**config.mk**
```make
export PLATFORM = sky130hd
export DESIGN_NAME = alu_src_ctrl
export DESIGN_NICKNAME = d
export VERILOG_FILES = /design/src/rtl/alu_src_ctrl.sv
export SDC_FILE = /design/constraint.sdc
export NUM_CORES = 1
export LEC_CHECK = 0
export ABC_AREA = 1
export CAP_MARGIN = 20
export CORE_UTILIZATION = 44
export CTS_BUF_LIST = sky130_fd_sc_hd__clkbuf_4 sky130_fd_sc_hd__clkbuf_8
export DETAILED_ROUTE_END_ITERATION = 16
export PLACE_DENSITY = 0.89
export SYNTH_ARGS = -nofsm -noshare
export SYNTH_HDL_FRONTEND = slang
export SYNTH_SLANG_ARGS = --single-unit
```
**constraint.sdc**
```tcl
create_clock -name clk -period 1.5 [get_ports clk]
set_input_delay 0.225 -clock clk [delete_from_list [all_inputs] [get_ports clk]]
set_output_delay 0.225 -clock clk [all_outputs]
set_load 0.01 [all_outputs]
```
**src/rtl/alu_src_ctrl.sv**
```systemverilog
// Multicycle operand-sequencing controller: steps each instruction through
// fetch/decode/execute/memory/write-back and drives ALU selects and write enables.
module alu_src_ctrl #(
  parameter int unsigned MEM_WAIT = 2
) (
  input  logic       clk,
  input  logic       reset,
  input  logic [5:0] opcode,
  input  logic [5:0] funct,
  input  logic       zero,
  output logic       alu_src_a,
  output logic [1:0] alu_src_b,
  output logic [2:0] alu_ctrl,
  output logic       mem_rd,
  output logic       mem_wr,
  output logic       iord,
  output logic       ir_write,
  output logic       mdr_write,
  output logic       ab_write,
  output logic       alu_out_write,
  output logic       pc_write,
  output logic       pc_src,
  output logic       reg_write,
  output logic       reg_dst,
  output logic       wb_sel,
  output logic       illegal,
  output logic [3:0] state
);

  localparam logic [3:0] S_FETCH    = 4'd0;
  localparam logic [3:0] S_DECODE   = 4'd1;
  localparam logic [3:0] S_EXEC_R   = 4'd2;
  localparam logic [3:0] S_WB_R     = 4'd3;
  localparam logic [3:0] S_EXEC_I   = 4'd4;
  localparam logic [3:0] S_WB_I     = 4'd5;
  localparam logic [3:0] S_MEM_ADDR = 4'd6;
  localparam logic [3:0] S_MEM_RD   = 4'd7;
  localparam logic [3:0] S_WB_MEM   = 4'd8;
  localparam logic [3:0] S_MEM_WR   = 4'd9;
  localparam logic [3:0] S_BRANCH   = 4'd10;
  localparam logic [3:0] S_ILLEGAL  = 4'd11;

  localparam logic [5:0] OP_RTYPE = 6'h00;
  localparam logic [5:0] OP_ADDI  = 6'h08;
  localparam logic [5:0] OP_LW    = 6'h23;
  localparam logic [5:0] OP_SW    = 6'h2B;
  localparam logic [5:0] OP_BEQ   = 6'h04;
  localparam logic [5:0] OP_BNE   = 6'h05;

  localparam logic [5:0] FN_ADD = 6'h20;
  localparam logic [5:0] FN_SUB = 6'h22;
  localparam logic [5:0] FN_AND = 6'h24;
  localparam logic [5:0] FN_OR  = 6'h25;
  localparam logic [5:0] FN_SLT = 6'h2A;

  localparam logic [2:0] ALU_IDLE = 3'b000;
  localparam logic [2:0] ALU_ADD  = 3'b001;
  localparam logic [2:0] ALU_SUB  = 3'b010;
  localparam logic [2:0] ALU_AND  = 3'b011;
  localparam logic [2:0] ALU_OR   = 3'b100;
  localparam logic [2:0] ALU_SLT  = 3'b111;

  localparam logic [3:0] LAST_CNT = 4'(MEM_WAIT - 1);

  logic [3:0] r_state;
  logic [3:0] r_cnt;
  logic [3:0] w_next;
  logic       w_last;
  logic       w_funct_ok;
  logic [2:0] w_r_ctrl;
  logic       w_taken;

  assign w_last  = (r_cnt == LAST_CNT);
  assign w_taken = ((opcode == OP_BEQ) & zero) | ((opcode == OP_BNE) & ~zero);

  always_comb begin
    w_funct_ok = 1'b1;
    w_r_ctrl   = ALU_ADD;
    case (funct)
      FN_ADD:  w_r_ctrl = ALU_ADD;
      FN_SUB:  w_r_ctrl = ALU_SUB;
      FN_AND:  w_r_ctrl = ALU_AND;
      FN_OR:   w_r_ctrl = ALU_OR;
      FN_SLT:  w_r_ctrl = ALU_SLT;
      default: w_funct_ok = 1'b0;
    endcase
  end

  always_comb begin
    w_next = S_FETCH;
    case (r_state)
      S_FETCH:    w_next = w_last ? S_DECODE : S_FETCH;
      S_DECODE: begin
        case (opcode)
          OP_RTYPE:      w_next = w_funct_ok ? S_EXEC_R : S_ILLEGAL;
          OP_ADDI:       w_next = S_EXEC_I;
          OP_LW, OP_SW:  w_next = S_MEM_ADDR;
          OP_BEQ, OP_BNE: w_next = S_BRANCH;
          default:       w_next = S_ILLEGAL;
        endcase
      end
      S_EXEC_R:   w_next = S_WB_R;
      S_EXEC_I:   w_next = S_WB_I;
      S_MEM_ADDR: w_next = (opcode == OP_SW) ? S_MEM_WR : S_MEM_RD;
      S_MEM_RD:   w_next = w_last ? S_WB_MEM : S_MEM_RD;
      S_MEM_WR:   w_next = w_last ? S_FETCH : S_MEM_WR;
      default:    w_next = S_FETCH;
    endcase
  end

  // cnt only advances while a memory state holds; any transition restarts it.
  always_ff @(posedge clk) begin
    if (reset) begin
      r_state <= S_FETCH;
      r_cnt   <= 4'd0;
    end else begin
      r_state <= w_next;
      r_cnt   <= (w_next != r_state) ? 4'd0 : r_cnt + 4'd1;
    end
  end

  always_comb begin
    alu_src_a     = 1'b0;
    alu_src_b     = 2'b00;
    alu_ctrl      = ALU_IDLE;
    mem_rd        = 1'b0;
    mem_wr        = 1'b0;
    iord          = 1'b0;
    ir_write      = 1'b0;
    mdr_write     = 1'b0;
    ab_write      = 1'b0;
    alu_out_write = 1'b0;
    pc_write      = 1'b0;
    pc_src        = 1'b0;
    reg_write     = 1'b0;
    reg_dst       = 1'b0;
    wb_sel        = 1'b0;
    illegal       = 1'b0;
    state         = 4'd0;
    // Outputs are forced quiet while reset is high so no write can slip through.
    if (!reset) begin
      state = r_state;
      case (r_state)
        S_FETCH: begin
          mem_rd    = 1'b1;
          alu_src_b = 2'b01;
          alu_ctrl  = ALU_ADD;
          ir_write  = w_last;
          pc_write  = w_last;
        end
        S_DECODE: begin
          alu_src_b     = 2'b11;
          alu_ctrl      = ALU_ADD;
          ab_write      = 1'b1;
          alu_out_write = 1'b1;
        end
        S_EXEC_R: begin
          alu_src_a     = 1'b1;
          alu_ctrl      = w_r_ctrl;
          alu_out_write = 1'b1;
        end
        S_WB_R: begin
          reg_write = 1'b1;
          reg_dst   = 1'b1;
        end
        S_EXEC_I, S_MEM_ADDR: begin
          alu_src_a     = 1'b1;
          alu_src_b     = 2'b10;
          alu_ctrl      = ALU_ADD;
          alu_out_write = 1'b1;
        end
        S_WB_I:   reg_write = 1'b1;
        S_MEM_RD: begin
          mem_rd    = 1'b1;
          iord      = 1'b1;
          mdr_write = w_last;
        end
        S_WB_MEM: begin
          reg_write = 1'b1;
          wb_sel    = 1'b1;
        end
        S_MEM_WR: begin
          mem_wr = 1'b1;
          iord   = 1'b1;
        end
        S_BRANCH: begin
          alu_src_a = 1'b1;
          alu_ctrl  = ALU_SUB;
          pc_src    = 1'b1;
          pc_write  = w_taken;
        end
        S_ILLEGAL: illegal = 1'b1;
        default: ;
      endcase
    end
  end

endmodule

```
==> results.toml, run 1 <==
[status]
outcome = "did not finish"
stop_stage = "5_1_grt"
firstError = "[ERROR DPL-0033] detailed placement checks failed during check placement."

[logic_synthesis]
ys_types = 24
synthesis.area_um2 = 925.9
syn_inst = 172
synth_top_area_frac = 0.1905
synthTopCellsByArea = "nor2_1, dfxtp_1, nand2_1"
syn-num-nets = 189
synth_warnings = 0
yosysSeqAreaShare = 0.1730
yosys.area.top_type = "nor2_1"
yosys_register_bits = 8
avgSynthCellArea_um2 = 5.383

[placement]
dp_worst_setup_slack_ns = -0.7384
gp_congestion = 0.9497
dp_hpwl_mm = 3.034
port_buffers = 37

[floorplan]
dieWidth_um = 47.87
row_count = 16
dieHeight_um = 47.87
ios = 38
start_util = 0.4719

[clock_tree]
cts_buffers = 3
cts.sinks = 8
cts_hold_buf = 0
root_buffer = "clkbuf_4"
clk_path_buf_depth = 2
htreeDepth = 1

[sta]
worst-ep-kind = "output port"
crit_endpoint = "iord"

[grt]
grt_max_degree = 23
antenna_found_initial = 0
[timing repair]
action / 4_1_cts
endpoints found under the setup margin: 27
hold endpoints to repair: 0
resized for setup: 142
pin swaps: 19
buffers inserted: 2
[synthesized netlist by cell type, drive strengths merged]
library cell  instances
ha                    2
o21ai                 2
nand3                14
nand2                40
clkbuf                3
inv                  26
nand3b                1
nor2                 54
nor3                  5
xnor2                 1
or3                   1
buf                   1
nand4                 2
a21oi                 5
xor2                  1
a31o                  2
dfxtp                 8
a31oi                 4
[through the flow]
| step | instances | setup TNS (ns) | instance area [um2] | util | hold slack, ns |
|---|---|---|---|---|---|
| after floorplan | 172 | 0 | 925.9 | - | 0.4334 |
| after detailed placement | 279 | -10.60 | 1664 | 0.8482 | 0.5368 |
| after CTS | 283 | -2.262 | 1744 | 0.8890 | 0.5538 |
| after global placement | 279 | -9.231 | 1664 | 0.8482 | 0.5085 |
[cell families after synthesis]
family / after synthesis / share of synthesized area
AO/OA/AOI/OAI: 13 / 0.08378
flip-flops: 8 / 0.1730
adder cells (fa/ha/maj): 2 / 0.02702
XOR/XNOR: 2 / 0.01892
buffers and inverters: 30 / 0.1257
AND/OR/NAND/NOR: 117 / 0.5716
==> run 2, diff against run 1 <==
Settings changed: CORE_AREA set to 2 2 63 65, CORE_UTILIZATION 44 to not set, CTS_BUF_LIST sky130_fd_sc_hd__clkbuf_4 sky130_fd_sc_hd__clkbuf_8 to not set, DIE_AREA set to 0 0 65 67, PLACE_DENSITY 0.89 to not set, PLACE_DENSITY_LB_ADDON set to 0.15.
==> run 2 against run 1 <==
Against the previous run:
- the flow now finishes, with violations (setup timing)
- area after synthesis unchanged
- synthesized cell count unchanged
==> results.toml, run 2 <==
[status]
outcome = "finished with violations"
violations = "setup timing"

[floorplan]
die_area_um2 = 4355
dieWidth_um = 65
start_util = 0.2568
dieHeight_um = 67
row_count = 22
ios = 38
coreArea_um2 = 3606

[sta]
fin_tns_setup_ns = -1.960
min_period_ns = 1.704
clock_skew_ns = 0.001148
fmax_ghz = 0.5869
setup_viol = 16
min_period_over_period = 1.136
rsz0062_at_grt = "true"
drv_slew = 0
worst_slack_ns = -0.2038
hold_viol = 0
slew_headroom = 0.8862
tightest_slew_ns = 0.1700

[routing]
drc = 0
wl_per_cell_um = 10.51
vias_per_cell = 4.309
ant_nets = 0
drt_wl_total_mm = 3.437
drt-initial-drc-count = 41
drtPass1Iterations = 4
vias = 1409

[layout]
syn_to_final_growth_pct = 124.3
final_common_cell = "buf_4"
postLayoutCoreUtil = 0.5760
drive_gt1_frac = 0.5627
layout_common_cells = "buf_4, nor2_1, nand2_1"
fin_cells = 327
antenna_cells = 0
final_nets = 298
reg_top3 = "r_cnt: 4 flops, r_state: 4 flops"

[grt]
grt_pass1_wl_mm = 5.554
first_global_vias = 1298
antenna_found_initial = 0
grt-ovfl-total = 0
grt_max_degree = 9
track_usage = 0.1617

[worst_setup_path]
path_max_fanout = 3
cpPeakStageDelay_ns = 0.36
cp_data_required_time_ns = 1.27
critPathLaunchType = "flop"
crit_chain = "inv_4 > nor2_4 > nand2_2 > or3_1 > a31oi_1 > buf_2"
regToRegStartpoint = "r_state[2]"
end_kind = "output pin"
cp_slowest_cell = "dfxtp_4"
critPathKind = "reg -> out"
critPathLaunch = "r_state[1]"
critPathArrivalTime_ns = 1.48

[placement]
gp_congestion = 0.7794
dpl.cell_count = 310
dp_worst_setup_slack_ns = -0.6926
port_buffers = 37
dp_hpwl_mm = 2.522

[logic_synthesis]
synth-simple-area-share = 0.5716
yosys_register_bits = 8
avgSynthCellArea_um2 = 5.383
yosysSeqAreaShare = 0.1730
syn_inst = 172
synth_warnings = 0
syn-num-nets = 189
synth_common_cells = "nor2_1, nand2_1, inv_1"
yosys.area.top_type = "nor2_1"
synth_top_area_frac = 0.1905
ys_types = 24
synth_top_flop_cell = "dfxtp_1"
synthTopCellsByArea = "nor2_1, dfxtp_1, nand2_1"
yosysMostFrequentCell = "nor2_1"
synthesis.area_um2 = 925.9
synth_top_family_by_area = "simple AND/OR/NAND/NOR gates"
synthXorXnorAreaFrac = 0.01892
synthAdderAreaFrac = 0.02703
synth_edf_count = 0
synthMuxAreaShare = 0
synth_compound_area_frac = 0.08378
async_flop_share = 0

[power]
finalPower_mw = 2.397
p_leak_nw = 1.052
power.density_nw_per_um2 = 1154
vdd_drop_max_uv = 645.3

[clock_tree]
clock_latency_ns = 0.23
clk_path_buf_depth = 2
clkTransAtPathRegs_ns = 0.04
cts.sinks = 8
cts_buffers = 3
cts_tree = "done"
htreeDepth = 1
root_buffer = "clkbuf_8"
cts_hold_buf = 0

[hold_path]
worstHoldStart = "r_cnt[0]"
hold_path_class = "reg -> reg"

[flow_run]
max_cap_viol_count = 0
## run 2: cell counts after synthesis
Identical to the previous run, type by type.
## run 2: layer usage
| layer | up-vias | GRT usage | part of all wire |
|---|---|---|---|
| li1 | 755 | - | - |
| met1 | 618 | 0.2097 | 0.47 |
| met2 | 32 | 0.2771 | 0.48 |
| met3 | 4 | 0.03209 | 0.040 |
| met4 | 0 | 0.03191 | 0.010 |
| met5 | - | 0 | 0 |
## run 2: final timing paths
path | slack, ns | cells past startpoint | to
hold reg to reg | 0.53 | 2 | r_cnt[0]
setup reg to reg | -0.19 | 14 | r_cnt[0]
hold / removal | 0.53 | 2 | r_cnt[0]
setup / recovery | -0.20 | 6 | alu_ctrl[0]
## run 2: timing repair
action                     in CTS  in global routing
buffers inserted               11                  6
gates resized for setup       142                 40
setup endpoints to repair      29                 29
pin swaps                      19                 17
## run 2: through the flow
stage | cell area (um2) | hold WS (ns)
6_report | 2077 | 0.5338
3_3_place_gp | 1765 | 0.5159
3_5_place_dp | 1765 | 0.5276
5_1_grt | 2077 | 0.5525
2_1_floorplan | 925.9 | 0.4334
4_1_cts | 1949 | 0.5379
## run 2: cell families (layout without fill, tap and decap cells)
kind of cell	after synthesis	in the layout
AOI/OAI and AO/OA	13	13
xor gates and xnor gates	2	2
adders and majority gates	2	2
buffers and inverters	30	137
DFF	8	8
and+or+nand+nor	117	117
## run 2: cell type report
| type | instances | area (um2) |
|---|---|---|
| fill | 380 | 1529 |
| multi-input combinational | 134 | 822.0 |
| tap | 48 | 60.06 |
| timing repair buffer | 108 | 872.1 |
| sequential | 8 | 173.9 |
| clock buffer | 3 | 41.29 |
| inverter | 26 | 107.6 |
## run 2: power by group
part	internal [mW]	switching [mW]	leakage (nW)
Combinational	0.943	0.850	0.962
Clock	0.174	0.0834	0.0216
Sequential	0.278	0.0689	0.0682
Total	1.39	1.00	1.05
## run 2: worst max-delay path: cells and delay by family (launching register included)
kind / cells / cell delay, ns
simple gates: 3 / 0.55
flops: 1 / 0.36
buf+inv: 2 / 0.19
compound gates: 1 / 0.14
(Power assumes the default switching activity.)
